## src/rtl/rlbp_readout_seq.sv

```systemverilog
// ---------------------------------------------------------------------------
// rlbp_readout_seq
//
// Readout sequencer for the 12-photodiode ring. For every enabled photodiode,
// taken in ascending order, it drives four switch phases: reset, integrate,
// sample-hold and compare. A one-cycle all-zero gap separates each pair of
// phases so that no two switches are ever closed at the same time. On the
// last compare cycle the comparator decision is stored into a shadow
// local-binary-pattern code. That code is published on 'code' together with
// a one-cycle 'done' pulse when the frame completes.
//
// Ports
//   wb_clk_i      sole clock
//   wb_rst_i      synchronous active-high reset (clears code as well)
//   start         one-cycle frame request, ignored unless idle
//   abort         synchronous stop back to idle, code is preserved
//   pd_mask       photodiode enable mask, sampled at start
//   rst_cycles    reset phase length in clocks (0 acts as 1), sampled at start
//   int_cycles    integrate phase length, same rules
//   sh_cycles     sample-hold phase length, same rules
//   cmp_cycles    compare phase length, same rules
//   vref_mode     comparator reference select, sampled at start
//   cmp           comparator decision, already synchronised
//   pd_a          one-hot integrate select
//   pd_b          one-hot reset select
//   sw1           integrator enable
//   sw2           reference select (latched vref_mode while busy)
//   sh_rst        sample-hold reset
//   sh            sample-hold track
//   sh_cmp        compare-phase hold
//   busy          frame in progress
//   done          one-cycle frame-complete pulse
//   code          last completed LBP code
//
// Every output is a register.
// ---------------------------------------------------------------------------
module rlbp_readout_seq #(
    parameter int CNT_W = 8
) (
    input  logic             wb_clk_i,
    input  logic             wb_rst_i,
    input  logic             start,
    input  logic             abort,
    input  logic [11:0]      pd_mask,
    input  logic [CNT_W-1:0] rst_cycles,
    input  logic [CNT_W-1:0] int_cycles,
    input  logic [CNT_W-1:0] sh_cycles,
    input  logic [CNT_W-1:0] cmp_cycles,
    input  logic             vref_mode,
    input  logic             cmp,
    output logic [11:0]      pd_a,
    output logic [11:0]      pd_b,
    output logic             sw1,
    output logic             sw2,
    output logic             sh_rst,
    output logic             sh,
    output logic             sh_cmp,
    output logic             busy,
    output logic             done,
    output logic [11:0]      code
);

    typedef enum logic [2:0] {
        IDLE = 3'd0,
        GAP  = 3'd1,
        RST  = 3'd2,
        INT  = 3'd3,
        SH   = 3'd4,
        CMP  = 3'd5,
        DONE = 3'd6
    } state_t;

    // Analog switch bundle, kept together so that a whole phase can be
    // loaded or cleared in one assignment.
    typedef struct packed {
        logic [11:0] pd_a;
        logic [11:0] pd_b;
        logic        sw1;
        logic        sh_rst;
        logic        sh;
        logic        sh_cmp;
    } sw_t;

    localparam sw_t SW_OFF = '0;

    // Lowest set bit of a 12-bit vector. Returns {found, index}.
    function automatic logic [4:0] lowest_set(input logic [11:0] v);
        logic       found;
        logic [3:0] idx;
        found = 1'b0;
        idx   = 4'd0;
        for (int k = 11; k >= 0; k--) begin
            if (v[k]) begin
                found = 1'b1;
                idx   = 4'(k);
            end
        end
        return {found, idx};
    endfunction

    // Switch pattern for a phase, with 'sel' the one-hot photodiode select.
    function automatic sw_t phase_sw(input state_t ph, input logic [11:0] sel);
        sw_t s;
        s = SW_OFF;
        case (ph)
            RST: begin
                s.pd_b   = sel;
                s.sh_rst = 1'b1;
            end
            INT: begin
                s.pd_a = sel;
                s.sw1  = 1'b1;
            end
            SH: begin
                s.pd_a = sel;
                s.sh   = 1'b1;
            end
            CMP: begin
                s.sh_cmp = 1'b1;
            end
            default: s = SW_OFF;
        endcase
        return s;
    endfunction

    // Sequencer state
    state_t            state_reg;
    state_t            tag_reg;       // phase entered once the current gap ends
    logic [3:0]        ptr_reg;       // photodiode being read out
    logic [CNT_W-1:0]  cnt_reg;       // cycles left in the current phase, minus 1
    logic              empty_reg;     // frame started with an empty mask

    // Configuration captured at start
    logic [11:0]       mask_reg;
    logic [CNT_W-1:0]  rst_len_reg;
    logic [CNT_W-1:0]  int_len_reg;
    logic [CNT_W-1:0]  sh_len_reg;
    logic [CNT_W-1:0]  cmp_len_reg;
    logic              vref_reg;

    logic [11:0]       shadow_reg;

    // Output registers
    sw_t               sw_reg;
    logic              sw2_reg;
    logic              busy_reg;
    logic              done_reg;
    logic [11:0]       code_reg;

    // Helper signals
    logic [11:0]       above_mask;    // enabled photodiodes strictly above ptr
    logic [11:0]       shadow_upd;    // shadow code with the live cmp at ptr
    logic [11:0]       ptr_onehot;
    logic [4:0]        next_sel;
    logic [4:0]        first_sel;
    logic [CNT_W-1:0]  tag_len;       // counter load value for the tagged phase
    logic [CNT_W-1:0]  tag_dur;

    for (genvar gi = 0; gi < 12; gi++) begin : g_bits
        assign above_mask[gi] = mask_reg[gi] & (4'(gi) > ptr_reg);
        assign shadow_upd[gi] = (4'(gi) == ptr_reg) ? cmp : shadow_reg[gi];
        assign ptr_onehot[gi] = (4'(gi) == ptr_reg);
    end

    assign next_sel  = lowest_set(above_mask);
    assign first_sel = lowest_set(pd_mask);

    always_comb begin
        tag_dur = rst_len_reg;
        case (tag_reg)
            RST:     tag_dur = rst_len_reg;
            INT:     tag_dur = int_len_reg;
            SH:      tag_dur = sh_len_reg;
            CMP:     tag_dur = cmp_len_reg;
            default: tag_dur = rst_len_reg;
        endcase
        // A zero duration behaves as a single cycle.
        tag_len = (tag_dur == '0) ? '0 : tag_dur - CNT_W'(1);
    end

    always_ff @(posedge wb_clk_i) begin
        if (wb_rst_i) begin
            state_reg   <= IDLE;
            tag_reg     <= RST;
            ptr_reg     <= 4'd0;
            cnt_reg     <= '0;
            empty_reg   <= 1'b0;
            mask_reg    <= 12'd0;
            rst_len_reg <= '0;
            int_len_reg <= '0;
            sh_len_reg  <= '0;
            cmp_len_reg <= '0;
            vref_reg    <= 1'b0;
            shadow_reg  <= 12'd0;
            sw_reg      <= SW_OFF;
            sw2_reg     <= 1'b0;
            busy_reg    <= 1'b0;
            done_reg    <= 1'b0;
            code_reg    <= 12'd0;
        end else if (abort) begin
            // Drop the frame without publishing anything; code is kept.
            state_reg <= IDLE;
            empty_reg <= 1'b0;
            sw_reg    <= SW_OFF;
            sw2_reg   <= 1'b0;
            busy_reg  <= 1'b0;
            done_reg  <= 1'b0;
        end else begin
            done_reg <= 1'b0;
            case (state_reg)
                IDLE: begin
                    sw_reg <= SW_OFF;
                    if (start) begin
                        mask_reg    <= pd_mask;
                        rst_len_reg <= rst_cycles;
                        int_len_reg <= int_cycles;
                        sh_len_reg  <= sh_cycles;
                        cmp_len_reg <= cmp_cycles;
                        vref_reg    <= vref_mode;
                        shadow_reg  <= 12'd0;
                        if (pd_mask == 12'd0) begin
                            // Nothing to read. DONE is held for one extra
                            // cycle, so the pulse appears one edge later.
                            state_reg <= DONE;
                            empty_reg <= 1'b1;
                        end else begin
                            ptr_reg   <= first_sel[3:0];
                            tag_reg   <= RST;
                            state_reg <= GAP;
                            busy_reg  <= 1'b1;
                            sw2_reg   <= vref_mode;
                        end
                    end
                end

                GAP: begin
                    state_reg <= tag_reg;
                    cnt_reg   <= tag_len;
                    sw_reg    <= phase_sw(tag_reg, ptr_onehot);
                end

                RST, INT, SH: begin
                    if (cnt_reg == '0) begin
                        state_reg <= GAP;
                        sw_reg    <= SW_OFF;
                        case (state_reg)
                            RST:     tag_reg <= INT;
                            INT:     tag_reg <= SH;
                            default: tag_reg <= CMP;
                        endcase
                    end else begin
                        cnt_reg <= cnt_reg - CNT_W'(1);
                    end
                end

                CMP: begin
                    if (cnt_reg == '0) begin
                        // Last compare cycle: this edge captures the decision.
                        shadow_reg <= shadow_upd;
                        sw_reg     <= SW_OFF;
                        if (next_sel[4]) begin
                            ptr_reg   <= next_sel[3:0];
                            tag_reg   <= RST;
                            state_reg <= GAP;
                        end else begin
                            state_reg <= DONE;
                            done_reg  <= 1'b1;
                            code_reg  <= shadow_upd;
                            busy_reg  <= 1'b0;
                            sw2_reg   <= 1'b0;
                        end
                    end else begin
                        cnt_reg <= cnt_reg - CNT_W'(1);
                    end
                end

                DONE: begin
                    sw_reg <= SW_OFF;
                    if (empty_reg) begin
                        empty_reg <= 1'b0;
                        done_reg  <= 1'b1;
                        code_reg  <= shadow_reg;
                    end else begin
                        state_reg <= IDLE;
                    end
                end

                default: begin
                    state_reg <= IDLE;
                    sw_reg    <= SW_OFF;
                    busy_reg  <= 1'b0;
                    sw2_reg   <= 1'b0;
                end
            endcase
        end
    end

    assign pd_a   = sw_reg.pd_a;
    assign pd_b   = sw_reg.pd_b;
    assign sw1    = sw_reg.sw1;
    assign sh_rst = sw_reg.sh_rst;
    assign sh     = sw_reg.sh;
    assign sh_cmp = sw_reg.sh_cmp;
    assign sw2    = sw2_reg;
    assign busy   = busy_reg;
    assign done   = done_reg;
    assign code   = code_reg;

endmodule

```

## config.mk

```make
export PLATFORM = sky130hd
export DESIGN_NAME = rlbp_readout_seq
export DESIGN_NICKNAME = d
export VERILOG_FILES = /design/src/rtl/rlbp_readout_seq.sv
export SDC_FILE = /design/constraint.sdc
export NUM_CORES = 1
export LEC_CHECK = 0
export ABC_AREA = 1
export BUFFER_PORTS_ARGS = -buffer_cell sky130_fd_sc_hd__buf_2
export CAP_MARGIN = 25
export CORE_ASPECT_RATIO = 2
export CORE_UTILIZATION = 54
export CTS_BUF_LIST = sky130_fd_sc_hd__clkbuf_8
export DETAILED_ROUTE_END_ITERATION = 12
export GPL_TIMING_DRIVEN = 0
export PLACE_DENSITY_LB_ADDON = 0.08
export SYNTH_ARGS = -nofsm -noshare
export SYNTH_HDL_FRONTEND = slang
export SYNTH_SLANG_ARGS = --single-unit
```

## constraint.sdc

```tcl
create_clock -name wb_clk_i -period 2.2 [get_ports wb_clk_i]
set_input_delay 0.22 -clock wb_clk_i [delete_from_list [all_inputs] [get_ports wb_clk_i]]
set_output_delay 0.22 -clock wb_clk_i [all_outputs]
set_load 0.02 [all_outputs]
```

==> flow_summary.ini <==
[outcome]
outcome = completed

[detailed_routing]
avgRoutedWirePerCell_um = 15.7
drt-initial-drc-count = 372
drtAntennaViolNets = 0
wirelength_um = 17400
vias = 6178
drc = 0
first_pass_iters = 6
vias_per_cell = 5.55

[hold_path]
hp-start = rst_cycles[4]
worstHoldPathType = in2reg

[grt]
antenna_found_initial = 0
grt_pass1_wl_um = 27000
grt_pass1_vias = 5989
track_usage_pct = 32.6
grt_max_degree = 17
overflow = 0

[power_and_ir_drop]
finalPower_w = 0.00508
swShare_pct = 29.4
cellLeakagePower_nw = 3.23
pwr-share-comb_pct = 16.9
p_switching_w = 0.00149
power_frac_seq_pct = 44.7
ir_drop_mv = 0.609
power.internal_w = 0.00358
clkPwrFrac_pct = 38.4
powerDensity_nw_per_um2 = 718

[worst_setup_path]
crit_buf_inv = 4
cp_slowest_cell = dfxtp_2
startpoint = tag_reg[2]
cp-end-kind = flop
required_ps = 2540
crit_chain = inv_2 > nand3_4 > nand2_4 > buf_4 > buf_4 > nor2_1 > o21bai_1 > nand2_1 > nor2_1 > nand2_1 > nand2_2 > inv_2 > nand2_1 > a21oi_1
path_delay_family = simple AND/OR/NAND/NOR gates
critPathArrivalTime_ps = 2430
crit_path_frequent_cell = nand2_1
r2r-start = tag_reg[2]
crit_type = reg2reg
cp-start-kind = flop
crit_path_max_incr_delay_ps = 390
crit_path_max_fanout = 6

[synth]
synth_cells = 826
synth_seq_cells = 117
synth_area_per_cell_sq_um = 6.93
ys_types = 42
synthArstFlopShare_pct = 0
syn_area_sq_um = 5730
yosys.area.top_type = dfxtp_1
synth_top_area_share_pct = 40.9
synth.net_count = 879
synth-seq-area-share_pct = 40.9
synth_edf_count = 0
yosys_most_used_dff = dfxtp_1
ys_warn_count = 0
synthTopCellsByArea = dfxtp_1 41%, nand2_1 9.6%, a21oi_1 8.5%

[job]
maxCapViolCount = 0

[die]
io_pins = 93
dieArea_sq_um = 11000
core_area_sq_um = 10200
rows = 52
initial_core_util_pct = 56.1
die_h_um = 148
die_x_um = 74.8

[clock_tree]
clk_latency_ps = 450
htreeDepth = 4
clock_sinks = 117
root_buffer = clkbuf_8
clk_path_buf_depth = 2
cts_buffers = 17
path_clk_slew_ps = 70
cts_tree = built

[sta]
hold_violations = 0
clock_skew_ps = 6.67
setup-violations-final = 0
slew_headroom_pct = 54.4
finalMaxSlewViolations = 0
fin_ws_ps = 116
min_period_ps = 2080
fin_crit_sh_pct = 94.7
tightest_slew_ps = 678
maxClockFrequency_mhz = 480

[final_layout]
drive_gt1_share_pct = 20.7
stdcell_area_sq_um = 7070
final_common_cell = nand2_1
n_fill_cell = 925
mostFrequentLayoutCells = 143 x nand2_1, 111 x nor2_1, 111 x dfxtp_1
nets = 1019
area_delta_synth_final_pct = 23.5
num_antenna_cells = 0
multi_input_area_sq_um = 2940
instances_no_fill = 1113
regArea_sq_um = 2350

[placement]
place_congestion = 0.975
dp_hpwl_um = 12800
placedInstanceArea_sq_um = 6360
place_ws_ps = -229
io_buffers = 92
placedCellCount = 1053
## layer usage
layer | part of all wire (%) | vias to the layer above | wire length, um | GRT usage [%]
li1 | - | 3012 | - | -
met1 | 34 | 2820 | 5870 | 29.2
met2 | 55 | 259 | 9610 | 60.1
met3 | 4.6 | 87 | 794 | 5.86
met4 | 6.6 | 0 | 1150 | 25.9
met5 | 0 | - | 0 | 0
## Yosys cell counts (9+ instances only)
master    number
a21oi_1       97
clkbuf_1      26
dfxtp_1      117
inv_1         81
inv_2          9
nand2_1      147
nand3_1       29
nand4_1        9
nor2_1       113
o211a_1       12
o21ai_0       87
o21ai_1       16
o22ai_1       12
## final cells by class
| cell class | count | share of cell area (%) |
|---|---|---|
| Buffer | 34 | 2.28 |
| Clock buffer | 20 | 3.89 |
| Clock inverter | 11 | 1.56 |
| Inverter | 94 | 5.01 |
| Multi-Input combinational cell | 581 | 41.6 |
| Sequential cell | 117 | 33.2 |
| Tap cell | 135 | 2.39 |
| Timing Repair Buffer | 121 | 10.1 |
## worst reg2reg max path: cells and delay by family (launching register included)
family | cells | cell delay [ps]
flops | 1 | 390
compound gates | 2 | 280
buf+inv | 4 | 420
simple gates | 8 | 900
## stage by stage
step,util (%),hold WS [ps],setup TNS [ps]
detailed placement,62.2,443,-1730
global placement,62.2,436,-1230
floorplan,-,289,0
global route,69.2,11.0,-41.7
CTS,67.9,7.34,0
finish,69.2,11.0,0
## power groups by stage
stage / sequential [W] / combinational (W) / clock (W)
global placement: 0.00231 / 0.000741 / 0
detailed placement: 0.00231 / 0.000762 / 0
global route: 0.00228 / 0.000938 / 0.00205
CTS: 0.00227 / 0.000804 / 0.00195
finish: 0.00227 / 0.000858 / 0.00195
floorplan: 0.00230 / 0.000538 / 0
## final timing paths
kind / endpoint / slack, ps / depth (start not counted)
worst min register to register: int_len_reg[6] / 450 / 2
worst max-delay path: cnt_reg[3] / 120 / 14
worst max register to register: cnt_reg[3] / 120 / 14
worst min-delay path: rst_len_reg[4] / 10 / 3
## kinds of logic (layout without fill, tap and decap cells)
| logic type | count (synthesis) | after routing | synth area share [%] |
|---|---|---|---|
| AND/OR/NAND/NOR | 326 | 326 | 24.4 |
| buffers and inverters | 128 | 280 | 8.98 |
| XOR/XNOR | 6 | 6 | 0.917 |
| flip-flops | 117 | 117 | 40.9 |
| adder cells (fa/ha/maj) | 3 | 3 | 0.655 |
| AO/OA/AOI/OAI | 246 | 246 | 24.2 |
## what timing repair did
item | in CTS | in global routing
gates resized for setup | 9 | 19
endpoints found under the setup margin | 19 | 38
cloned | 0 | 0
buffers inserted | 3 | 12
hold endpoints to repair | 14 | 0
hold buffers | 14 | 0
pin swaps | 3 | 5
Note: power is estimated with default switching activity, not from simulation.
